## src/rtl/deserializer_pkg.sv

```systemverilog
// Shared constants, types and helpers for the link deserializer and its FIFO.
package deserializer_pkg;

   localparam int FLIT_W             = 64;
   localparam int PHIT_W             = 4;
   localparam int PHITS_PER_FLIT     = FLIT_W / PHIT_W;
   localparam int VC_W               = 2;
   localparam int CNT_W              = $clog2(PHITS_PER_FLIT);
   localparam int DEFAULT_FIFO_DEPTH = 2;

   // Assembly state: waiting for a first phit, or part-way through a flit.
   typedef enum logic [0:0] {
      ST_IDLE     = 1'b0,
      ST_ASSEMBLE = 1'b1
   } asm_state_t;

   // A completed flit as queued toward the router.
   typedef struct packed {
      logic [VC_W-1:0]   vc;
      logic [FLIT_W-1:0] data;
   } flit_t;

   localparam int FLIT_T_W = $bits(flit_t);

   // Drop one phit into its little-endian slot of a flit-wide buffer.
   function automatic logic [FLIT_W-1:0] place_phit(
      input logic [FLIT_W-1:0] buf_in,
      input logic [PHIT_W-1:0] phit,
      input logic [CNT_W-1:0]  slot
   );
      logic [FLIT_W-1:0] result;
      result = buf_in;
      result[slot*PHIT_W +: PHIT_W] = phit;
      return result;
   endfunction

endpackage

```

## src/rtl/deserializer_if.sv

```systemverilog
// Link-side and router-side signals of the deserializer, bundled as one interface.
interface deserializer_if;
   import deserializer_pkg::*;

   // serial link side
   logic [PHIT_W-1:0] data_in;
   logic              valid_in;
   logic [VC_W-1:0]   vc_in;

   // router side
   logic [FLIT_W-1:0] data_out;
   logic              valid_out;
   logic [VC_W-1:0]   vc_out;
   logic              ready_in;

   // status pulses
   logic              vc_error;
   logic              overflow;

   // Driven by the link/router environment.
   modport master (
      output data_in, valid_in, vc_in, ready_in,
      input  data_out, valid_out, vc_out, vc_error, overflow
   );

   // Driven by the deserializer.
   modport slave (
      input  data_in, valid_in, vc_in, ready_in,
      output data_out, valid_out, vc_out, vc_error, overflow
   );

endinterface

```

## src/rtl/deserializer_flit_fifo.sv

```systemverilog
// Small synchronous shift FIFO. Entry 0 is always the head, so the head output
// comes straight from a register and cannot change while it is not popped.
// A push into a full FIFO is accepted only when a pop happens in the same cycle.
module flit_fifo #(
   parameter int WIDTH = 66,
   parameter int DEPTH = 2,
   localparam int CW   = $clog2(DEPTH) + 1
) (
   input  logic             clk,
   input  logic             rst,
   input  logic             push,
   input  logic [WIDTH-1:0] push_data,
   input  logic             pop,
   output logic [WIDTH-1:0] head_data,
   output logic             full,
   output logic             empty
);

   logic [WIDTH-1:0] mem      [DEPTH];
   logic [WIDTH-1:0] mem_next [DEPTH];
   logic [CW-1:0]    count;
   logic [CW-1:0]    count_next;
   logic [CW-1:0]    wr_slot;
   logic             do_pop;
   logic             do_push;

   assign empty     = (count == CW'(0));
   assign full      = (count == CW'(DEPTH));
   assign head_data = mem[0];

   // Resolve which operations take effect and build the next contents.
   always_comb begin
      do_pop  = pop && !empty;
      do_push = push && (!full || do_pop);

      if (do_pop) begin
         wr_slot = count - CW'(1);
      end else begin
         wr_slot = count;
      end

      if (do_push && !do_pop) begin
         count_next = count + CW'(1);
      end else if (do_pop && !do_push) begin
         count_next = count - CW'(1);
      end else begin
         count_next = count;
      end

      for (int i = 0; i < DEPTH; i++) begin
         if (do_push && (wr_slot == CW'(i))) begin
            mem_next[i] = push_data;
         end else if (do_pop && (i < DEPTH - 1)) begin
            mem_next[i] = mem[(i + 1) % DEPTH];
         end else begin
            mem_next[i] = mem[i];
         end
      end
   end

   // Storage and occupancy registers; reset empties and zeroes every entry.
   always_ff @(posedge clk or negedge rst) begin
      if (!rst) begin
         count <= {CW{1'b0}};
         for (int i = 0; i < DEPTH; i++) begin
            mem[i] <= {WIDTH{1'b0}};
         end
      end else begin
         count <= count_next;
         for (int i = 0; i < DEPTH; i++) begin
            mem[i] <= mem_next[i];
         end
      end
   end

endmodule

```

## src/rtl/deserializer.sv

```systemverilog
// Link deserializer: gathers sixteen 4-bit phits into a 64-bit flit tagged with
// its VC and queues completed flits toward the router. The link cannot be
// stalled, so a flit that completes while the queue is full and not draining
// is dropped and reported on overflow. A VC change part-way through a flit
// abandons the partial flit and restarts assembly with the new phit.
module deserializer
   import deserializer_pkg::*;
#(
   parameter int FIFO_DEPTH = DEFAULT_FIFO_DEPTH
) (
   input  logic           clk,
   input  logic           rst,
   deserializer_if.slave  link
);

   localparam logic [CNT_W-1:0] LAST_SLOT = CNT_W'(PHITS_PER_FLIT - 1);

   asm_state_t        state;
   logic [CNT_W-1:0]  phit_cnt;
   logic [FLIT_W-1:0] asm_buf;
   logic [VC_W-1:0]   cur_vc;
   logic              err_pulse;
   logic              ovf_pulse;

   logic              same_vc;
   logic              flit_done;
   flit_t             push_flit;
   flit_t             head_flit;
   logic [FLIT_T_W-1:0] head_bits;
   logic              fifo_full;
   logic              fifo_empty;

   // Detect the phit that completes a flit and form that flit on the fly,
   // so it reaches the FIFO on the same edge the last phit is sampled.
   always_comb begin
      same_vc        = (link.vc_in == cur_vc);
      push_flit.vc   = cur_vc;
      push_flit.data = place_phit(asm_buf, link.data_in, LAST_SLOT);
      if ((state == ST_ASSEMBLE) && link.valid_in && same_vc && (phit_cnt == LAST_SLOT)) begin
         flit_done = 1'b1;
      end else begin
         flit_done = 1'b0;
      end
   end

   // Assembly state machine plus the registered error/overflow pulses.
   always_ff @(posedge clk or negedge rst) begin
      if (!rst) begin
         state     <= ST_IDLE;
         phit_cnt  <= {CNT_W{1'b0}};
         asm_buf   <= {FLIT_W{1'b0}};
         cur_vc    <= {VC_W{1'b0}};
         err_pulse <= 1'b0;
         ovf_pulse <= 1'b0;
      end else begin
         err_pulse <= 1'b0;
         // full with no pop in the same cycle means the new flit has nowhere to go
         ovf_pulse <= flit_done && fifo_full && !link.ready_in;
         case (state)
            ST_IDLE: begin
               if (link.valid_in) begin
                  asm_buf  <= place_phit({FLIT_W{1'b0}}, link.data_in, {CNT_W{1'b0}});
                  cur_vc   <= link.vc_in;
                  phit_cnt <= CNT_W'(1);
                  state    <= ST_ASSEMBLE;
               end else begin
                  state    <= ST_IDLE;
               end
            end
            ST_ASSEMBLE: begin
               if (link.valid_in && !same_vc) begin
                  // abandon the partial flit; this phit starts a new one
                  err_pulse <= 1'b1;
                  asm_buf   <= place_phit({FLIT_W{1'b0}}, link.data_in, {CNT_W{1'b0}});
                  cur_vc    <= link.vc_in;
                  phit_cnt  <= CNT_W'(1);
                  state     <= ST_ASSEMBLE;
               end else if (link.valid_in && (phit_cnt == LAST_SLOT)) begin
                  phit_cnt  <= {CNT_W{1'b0}};
                  state     <= ST_IDLE;
               end else if (link.valid_in) begin
                  asm_buf   <= place_phit(asm_buf, link.data_in, phit_cnt);
                  phit_cnt  <= phit_cnt + CNT_W'(1);
                  state     <= ST_ASSEMBLE;
               end else begin
                  // gap on the link: hold everything
                  state     <= ST_ASSEMBLE;
               end
            end
            default: begin
               state    <= ST_IDLE;
               phit_cnt <= {CNT_W{1'b0}};
            end
         endcase
      end
   end

   flit_fifo #(
      .WIDTH (FLIT_T_W),
      .DEPTH (FIFO_DEPTH)
   ) u_fifo (
      .clk       (clk),
      .rst       (rst),
      .push      (flit_done),
      .push_data (push_flit),
      .pop       (link.ready_in),
      .head_data (head_bits),
      .full      (fifo_full),
      .empty     (fifo_empty)
   );

   assign head_flit      = flit_t'(head_bits);
   assign link.data_out  = head_flit.data;
   assign link.vc_out    = head_flit.vc;
   assign link.valid_out = !fifo_empty;
   assign link.vc_error  = err_pulse;
   assign link.overflow  = ovf_pulse;

endmodule

```

## src/flat_wrapper.sv

```systemverilog
// flat-port wrapper written by rule: the top's interface ports become plain ports
module deserializer_flat import deserializer_pkg::*;
#(
   parameter int FIFO_DEPTH = DEFAULT_FIFO_DEPTH
)
  (clk, rst, link_data_in, link_valid_in, link_vc_in, link_ready_in, link_data_out, link_valid_out, link_vc_out, link_vc_error, link_overflow);
  deserializer_if link_i ();
  input  logic clk;
  input  logic rst;
  input wire logic [$bits(link_i.data_in)-1:0] link_data_in;
  input wire logic [$bits(link_i.valid_in)-1:0] link_valid_in;
  input wire logic [$bits(link_i.vc_in)-1:0] link_vc_in;
  input wire logic [$bits(link_i.ready_in)-1:0] link_ready_in;
  output wire logic [$bits(link_i.data_out)-1:0] link_data_out;
  output wire logic [$bits(link_i.valid_out)-1:0] link_valid_out;
  output wire logic [$bits(link_i.vc_out)-1:0] link_vc_out;
  output wire logic [$bits(link_i.vc_error)-1:0] link_vc_error;
  output wire logic [$bits(link_i.overflow)-1:0] link_overflow;
  assign link_i.data_in = link_data_in;
  assign link_i.valid_in = link_valid_in;
  assign link_i.vc_in = link_vc_in;
  assign link_i.ready_in = link_ready_in;
  assign link_data_out = link_i.data_out;
  assign link_valid_out = link_i.valid_out;
  assign link_vc_out = link_i.vc_out;
  assign link_vc_error = link_i.vc_error;
  assign link_overflow = link_i.overflow;
  deserializer #(.FIFO_DEPTH(FIFO_DEPTH)) u_core (.clk(clk), .rst(rst), .link(link_i));
endmodule
```

## config.mk

```make
export PLATFORM = sky130hd
export DESIGN_NAME = deserializer_flat
export DESIGN_NICKNAME = d
export VERILOG_FILES = /design/src/rtl/deserializer_pkg.sv /design/src/rtl/deserializer_if.sv /design/src/rtl/deserializer_flit_fifo.sv /design/src/rtl/deserializer.sv /design/src/flat_wrapper.sv
export SDC_FILE = /design/constraint.sdc
export NUM_CORES = 1
export LEC_CHECK = 0
export ABC_AREA = 1
export BUFFER_PORTS_ARGS = -buffer_cell sky130_fd_sc_hd__buf_2
export CAP_MARGIN = 20
export CORE_MARGIN = 3
export CORE_UTILIZATION = 55
export CTS_CLUSTER_DIAMETER = 120
export DETAILED_ROUTE_END_ITERATION = 7
export GPL_ROUTABILITY_DRIVEN = 0
export PLACE_DENSITY = 0.77
export SLEW_MARGIN = 20
export SYNTH_ARGS = -nofsm -noshare
export SYNTH_HDL_FRONTEND = slang
export SYNTH_SLANG_ARGS = --single-unit
export TNS_END_PERCENT = 100
```

## constraint.sdc

```tcl
create_clock -name clk -period 5.3 [get_ports clk]
set_input_delay 0.53 -clock clk [delete_from_list [all_inputs] [get_ports clk]]
set_output_delay 0.53 -clock clk [all_outputs]
set_load 0.02 [all_outputs]
```

# Word level (Yosys, flattened, before mapping)
# Cells that the tools add are included.
[totals]
wordCells = 78
register_bits = 207
out_inout_bits = 69
[classes]
n_shift = 2
muxes = 26
n_bitwise = 1
addsub = 4
n_reduce_logical = 27
eq_ne = 9
[op_table]
columns = ["cell", "count"]
rows = [
  ["$mux W64", 4],
  ["$mux W66", 2],
  ["$pmux W64 S2", 1],
  ["$bwmux W64", 1],
  ["$shift A4 B34 Y64 const A", 1],
  ["$shiftx A4 B34 Y64", 1],
  ["$neg A6 Y34", 1],
  ["$mux W4", 4],
  ["$logic_and A1 B1 Y1", 13],
  ["$mux W2", 5],
  ["$pmux W4 S2", 1],
  ["$logic_not A1 Y1", 6],
  ["$mux W1", 6],
  ["$ne A3 B3 Y1 const B", 2],
  ["$add A4 B1 Y4 const B", 1],
  ["$eq A4 B4 Y1 const B", 1],
  ["$logic_not A2 Y1", 2],
  ["$ne A2 B2 Y1 const B", 2],
  ["$ne A4 B4 Y1 const B", 1],
  ["$pmux W2 S2", 1],
  ["$reduce_and A2 Y1", 2],
  ["$reduce_bool A2 Y1", 2],
  ["$reduce_and A3 Y1", 1],
  ["$add A2 B1 Y2 const B", 1],
  ["7 further kinds", 7],
]

# Logic depth before layout (Yosys ltp)
[logic_depth]
depth_word = 9
mapped_depth = 13
depth_no_buf = 12

# Cells and area by module
# Synthesis repeated with hierarchy kept, for this count alone.
[hier_totals]
hier_cells = 1394
area_unflattened_um2 = 10568.9
[modules_own_cells]
columns = ["module", "instances", "cells_per_inst", "area_per_inst_um2"]
rows = [
  ["flit_fifo", 1, 946, 7011.7],
  ["deserializer", 1, 448, 3557.2],
]

# Worst setup path before layout
# No wires, ideal clock.
[synth_timing]
kind = "reg2reg"
startpoint = "register u_core.u_fifo.count[0]"
endpoint = "register u_core.u_fifo.count[1]"
setup_ns = 0.127
slack_ns = 3.166
path_stages_with_launch = 13
t_arrival_ns = 2.007
path_buffers = 2
synth_period_minus_slack_ns = 2.134
cell_sequence = "dfrtp_1 -> inv_1 -> ha_1 -> inv_2 -> nand2_2 -> buf_6 -> nand2_1 -> inv_1 -> nor2_8 -> clkbuf_1 -> ha_1 -> nand2_1 -> o21ai_0"
[synth_between]
elab_chain_len = 8
word_cells_on_any_way = 16
[synth_lines]
columns = ["element", "line", "source"]
rows = [
  ["from (decl)", "deserializer_flit_fifo.sv:21", "logic [CW-1:0] count;"],
  ["from (signal assigned)", "deserializer_flit_fifo.sv:64", "count <= {CW{1'b0}};"],
  ["from (signal assigned)", "deserializer_flit_fifo.sv:69", "count <= count_next;"],
  ["$logic_not A2 Y1 (*)", "deserializer_flit_fifo.sv:27", "assign empty = (count == CW'(0));"],
  ["$logic_not A1 Y1 (*)", "-", ""],
  ["net link_valid_out", "flat_wrapper.sv:15", "output wire logic [$bits(link_i.valid_out)-1:0] link_valid_out;"],
  ["$logic_and A1 B1 Y1 (*)", "deserializer_flit_fifo.sv:33", "do_pop = pop && !empty;"],
  ["$logic_or A1 B1 Y1", "deserializer_flit_fifo.sv:34", "do_push = push && (!full || do_pop);"],
  ["$logic_and A1 B1 Y1", "deserializer_flit_fifo.sv:34", ""],
  ["$logic_not A1 Y1", "deserializer_flit_fifo.sv:44", "end else if (do_pop && !do_push) begin"],
  ["$logic_and A1 B1 Y1", "deserializer_flit_fifo.sv:44", ""],
  ["$reduce_bool A2 Y1 (no line)", "-", ""],
]
# The timed path passes the listed nets; every way through them passes the cells marked *. The select of a mux whose other input is x is not followed.
# A chain may end at the register's enable or synchronous reset.

# Worst setup path in the final report
[layout_timing]
startpoint = "register u_core.u_fifo.count[0]"
endpoint = "register u_core.u_fifo.mem (netlist bit u_core.u_fifo.head_data[31])"
[layout_between]
elab_chain_len = 7
word_cells_on_any_way = 13
[layout_lines]
columns = ["element", "line", "source"]
rows = [
  ["branches (longest 7 deep; another with $sub A2 B1 Y2)", "-", ""],
  ["to (signal, indexed assignment)", "deserializer_flit_fifo.sv:66", "mem[i] <= {WIDTH{1'b0}};"],
  ["to (signal, indexed assignment)", "deserializer_flit_fifo.sv:71", "mem[i] <= mem_next[i];"],
  ["to (decl)", "deserializer_flit_fifo.sv:19", "logic [WIDTH-1:0] mem [DEPTH];"],
]
# Parallel ways; which one is timed is not known.

==> metrics.md <==
| Metric | Value |
|---|---|
| Outcome | complete, no violations |
| Worst-Margin Slew | 864.7 ps |
| Hold Violations, Final | 0 |
| Final Cycle Share | 65.49% |
| Io pins | 79 |
| Switch share | 34.67% |
| Mean Syn Cell Area | 7.934 um2 |
| Htree depth | 1 |
| GRT overflow | 0 |
| Max VDD drop | 0.4613 mV |
| Compound-Gate Fraction of Synth Area | 5.707% |
| Area delta synth->final | 5.829% |
| Total die area | 0.02037 mm2 |
| Antenna violations before repair | 0 |
| Power per cell area | 367.0 mW/mm2 |
| Drt via density | 5.402 |
| Internal | 2609 uW |
| Cell area after synthesis | 0.01028 mm2 |
| Clock-pin slew on the worst setup and hold paths | 60 ps |
| Reg power frac | 41.8% |
| Starting Density | 56.66% |
| Worst setup EP type | flip-flop |
| Clk buf depth | 3 |
| Critical setup path kind | reg2reg |
| Mapped Cells | 1,296 |
| Largest family of logic cells by synthesized area | simple AND/OR/NAND/NOR gates |
| Core Util, Final | 59.96% |
| Slew Limit Fails | 0 |
| Final Setup Violations | 0 |
| Most used cell, CP | buf_4 |
| Total CTS buffers | 22 |
| # hold bufs at CTS | 0 |
| Worst path max stage delay | 640 ps |
| Post-Synth XOR/XNOR Area | 0.8153% |
| Number of remaining DRC errors | 0 |
| Post_cts resized | 0 |
| Overall global routing resource usage | 22.54% |
| Required time worst endpoint | 5670 ps |
| Area of the core | 0.01815 mm2 |
| Sw Pwr | 1384 uW |
| Minimum clock period | 3471 ps |
| CTS tree | done |
| Ys flop type | dfrtp_1 |
| Setup bufs post-CTS | 0 |
| Clock skew | 9.121 ps |
| Via count | 8,163 |
| Routed wire per std cell | 15.06 um |
| Synth async-reset ratio | 100.0% |
| Crit-path slowest cell | nand3_2 |
| CP arrival | 3840 ps |
| CP startpoint kind | flip-flop |
| Sequential area share after synthesis | 49.40% |
| Seq cells post-synth | 203 |
| Leakage | 0.005223 uW |
| EDFF count, synth | 0 |
| Synth Area in Simple Gates | 28.85% |
| Total negative setup slack | 0 ps |
| Syn_nets | 1,314 |
| Post-route antenna net violation count | 0 |
| DR pass1 iterations | 5 |
| Comb pwr share | 23.0% |
| Synth warn | 0 |
| Clock power frac | 35.1% |
| Top fanout value on the critical path | 65 |
| RSZ-0062 raised after global routing | false |
| Ant diodes | 0 |
| Pin count of the biggest net entering global routing | 111 |
| HPWL after DPL | 15,450 um |
| Synth cell types | 33 |
| Clock sink count | 203 |
| Die Height | 142.7 um |
| Area share of fa/ha/maj cells after synthesis | 0.9735% |
| Mux cell area share after synthesis | 0% |
| Number of DRC markers in iteration 0 | 647 |
| HP Class | in2async |
| Clk_lat worst skew | 500 ps |
| Die width | 142.7 um |
| Max Clock Freq | 0.2881 GHz |
| Nets | 1,288 |
| Number of max-cap violations | 0 |
| Slew margin rel. | 42.36% |
| Port Buffer Count | 78 |
| Num rows | 49 |
| Global-route wire length before repair | 38,320 um |
| CP Cell Sequence | inv_1 -> ha_1 -> inv_2 -> nand2_4 -> nor2_1 -> a21oi_4 -> buf_4 -> nand3_2 -> buf_4 -> nand2_1 -> nand3_1 |
| Fillcell total | 1,611 |
| Vias in the first global route | 7,502 |
| CTS Root Cell | clkbuf_16 |
| Share of cells above drive strength 1 | 10.92% |
| Final WL | 22,750 um |
==> path summary, 6_finish.rpt <==
kind | start | to | slack [ps] | cells after the start
worst max-delay path | u_core.u_fifo.count[0] | u_core.u_fifo.head_data[31] | 1830 | 11
worst min-delay path | rst | u_core.u_fifo.head_data[36] | 160 | 1
worst max register to register | u_core.u_fifo.count[0] | u_core.u_fifo.head_data[31] | 1830 | 11
worst min register to register | u_core.u_fifo.mem[17] | u_core.u_fifo.mem[17] | 490 | 2
max in group asynchronous | rst | u_core.asm_buf[26] | 4000 | 2
min in group clk | link_ready_in | u_core.link.overflow | 250 | 2
==> worst max-delay path: cells and delay by family (launching register included) <==
family          cells  cell delay (ps)
compound gates      1              150
simple gates        5             1480
fa+ha+maj           1              160
flops               1              460
buf+inv             4             1060
==> power groups by stage <==
stage	registers, uW	clock network (uW)	logic, uW
2_1_floorplan	1670	0	690
3_3_place_gp	1700	0	889
3_5_place_dp	1700	0	903
4_1_cts	1670	1420	909
5_1_grt	1680	1500	1020
6_report	1670	1400	920
==> kinds of logic (layout without fill, tap and decap cells) <==
| kind of cell | count (synthesis) | count (layout) |
|---|---|---|
| buffers and inverters | 305 | 291 |
| DFF | 203 | 203 |
| and+or+nand+nor | 659 | 659 |
| AOI/OAI and AO/OA | 114 | 114 |
| xor gates and xnor gates | 7 | 7 |
| adders and majority gates | 8 | 8 |
==> layout make-up <==
class,instances,area [um2],area share (%)
clock buffers,31,625.6,5.749
clock inverters,5,25.02,0.2300
inverters,165,619.3,5.692
multi-input cells,788,3756,34.52
flip-flops and latches,203,5080,46.68
well taps,229,286.5,2.633
repair buffers,90,489.2,4.496
==> synthesized netlist by cell type, types with 2 or more instances <==
cell type / n / area (um2)
nand2_1: 287 / 1077
dfrtp_1: 203 / 5080
inv_1: 161 / 604.3
nand3_1: 159 / 795.8
nor2_1: 119 / 446.7
nand4_1: 79 / 494.2
o21ai_1: 73 / 365.4
buf_4: 72 / 540.5
clkbuf_1: 34 / 127.6
o21ai_0: 33 / 165.2
buf_2: 28 / 140.1
ha_1: 8 / 100.1
nand2_2: 5 / 31.28
a21oi_1: 4 / 20.02
buf_1: 4 / 15.01
inv_2: 4 / 15.01
xor2_1: 3 / 26.28
buf_6: 2 / 22.52
nor3_1: 2 / 10.01
o22ai_1: 2 / 12.51
xnor2_2: 2 / 32.53
==> flip-flops by register name, indices dropped and copies added (netlist names) <==
name	cells
u_core.cur_vc	2
u_core.u_fifo.mem	66
u_core.state	1
u_core.link.overflow	1
u_core.u_fifo.head_data	66
u_core.asm_buf	60
u_core.phit_cnt	4
u_core.u_fifo.count	2
u_core.link.vc_error	1
==> stage by stage <==
step | total power (uW) | instances | setup WS (ps) | instance area [um2] | hold slack, ps
after floorplan | 2363 | 1296 | 3166 | 10280 | 234.4
after CTS | 4004 | 1511 | 1825 | 10880 | 204.2
after detailed placement | 2601 | 1475 | 1820 | 10230 | 477.9
after global placement | 2585 | 1475 | 1919 | 10230 | 470.0
final | 3993 | 1511 | 1829 | 10880 | 157.6
after global routing | 4195 | 1511 | 1442 | 10880 | 230.8
==> layer usage <==
layer  wire [um]  global-route usage, %
met5           0                      0
met4         491                  5.953
met3        1438                  3.215
met2       10220                  34.74
met1       10600                  33.80
==> cells in the final DEF, fill, tap and decap left out, types with 12 or more instances in the layout <==
cell / synthesis / final
nand2_1: 287 / 286
dfrtp_1: 203 / 203
inv_1: 161 / 161
nand3_1: 159 / 159
nor2_1: 119 / 119
nand4_1: 79 / 79
buf_2: 28 / 77
o21ai_1: 73 / 73
o21ai_0: 33 / 33
clkbuf_16: 0 / 23
buf_4: 72 / 12
Power figures use the tool's default switching activity.
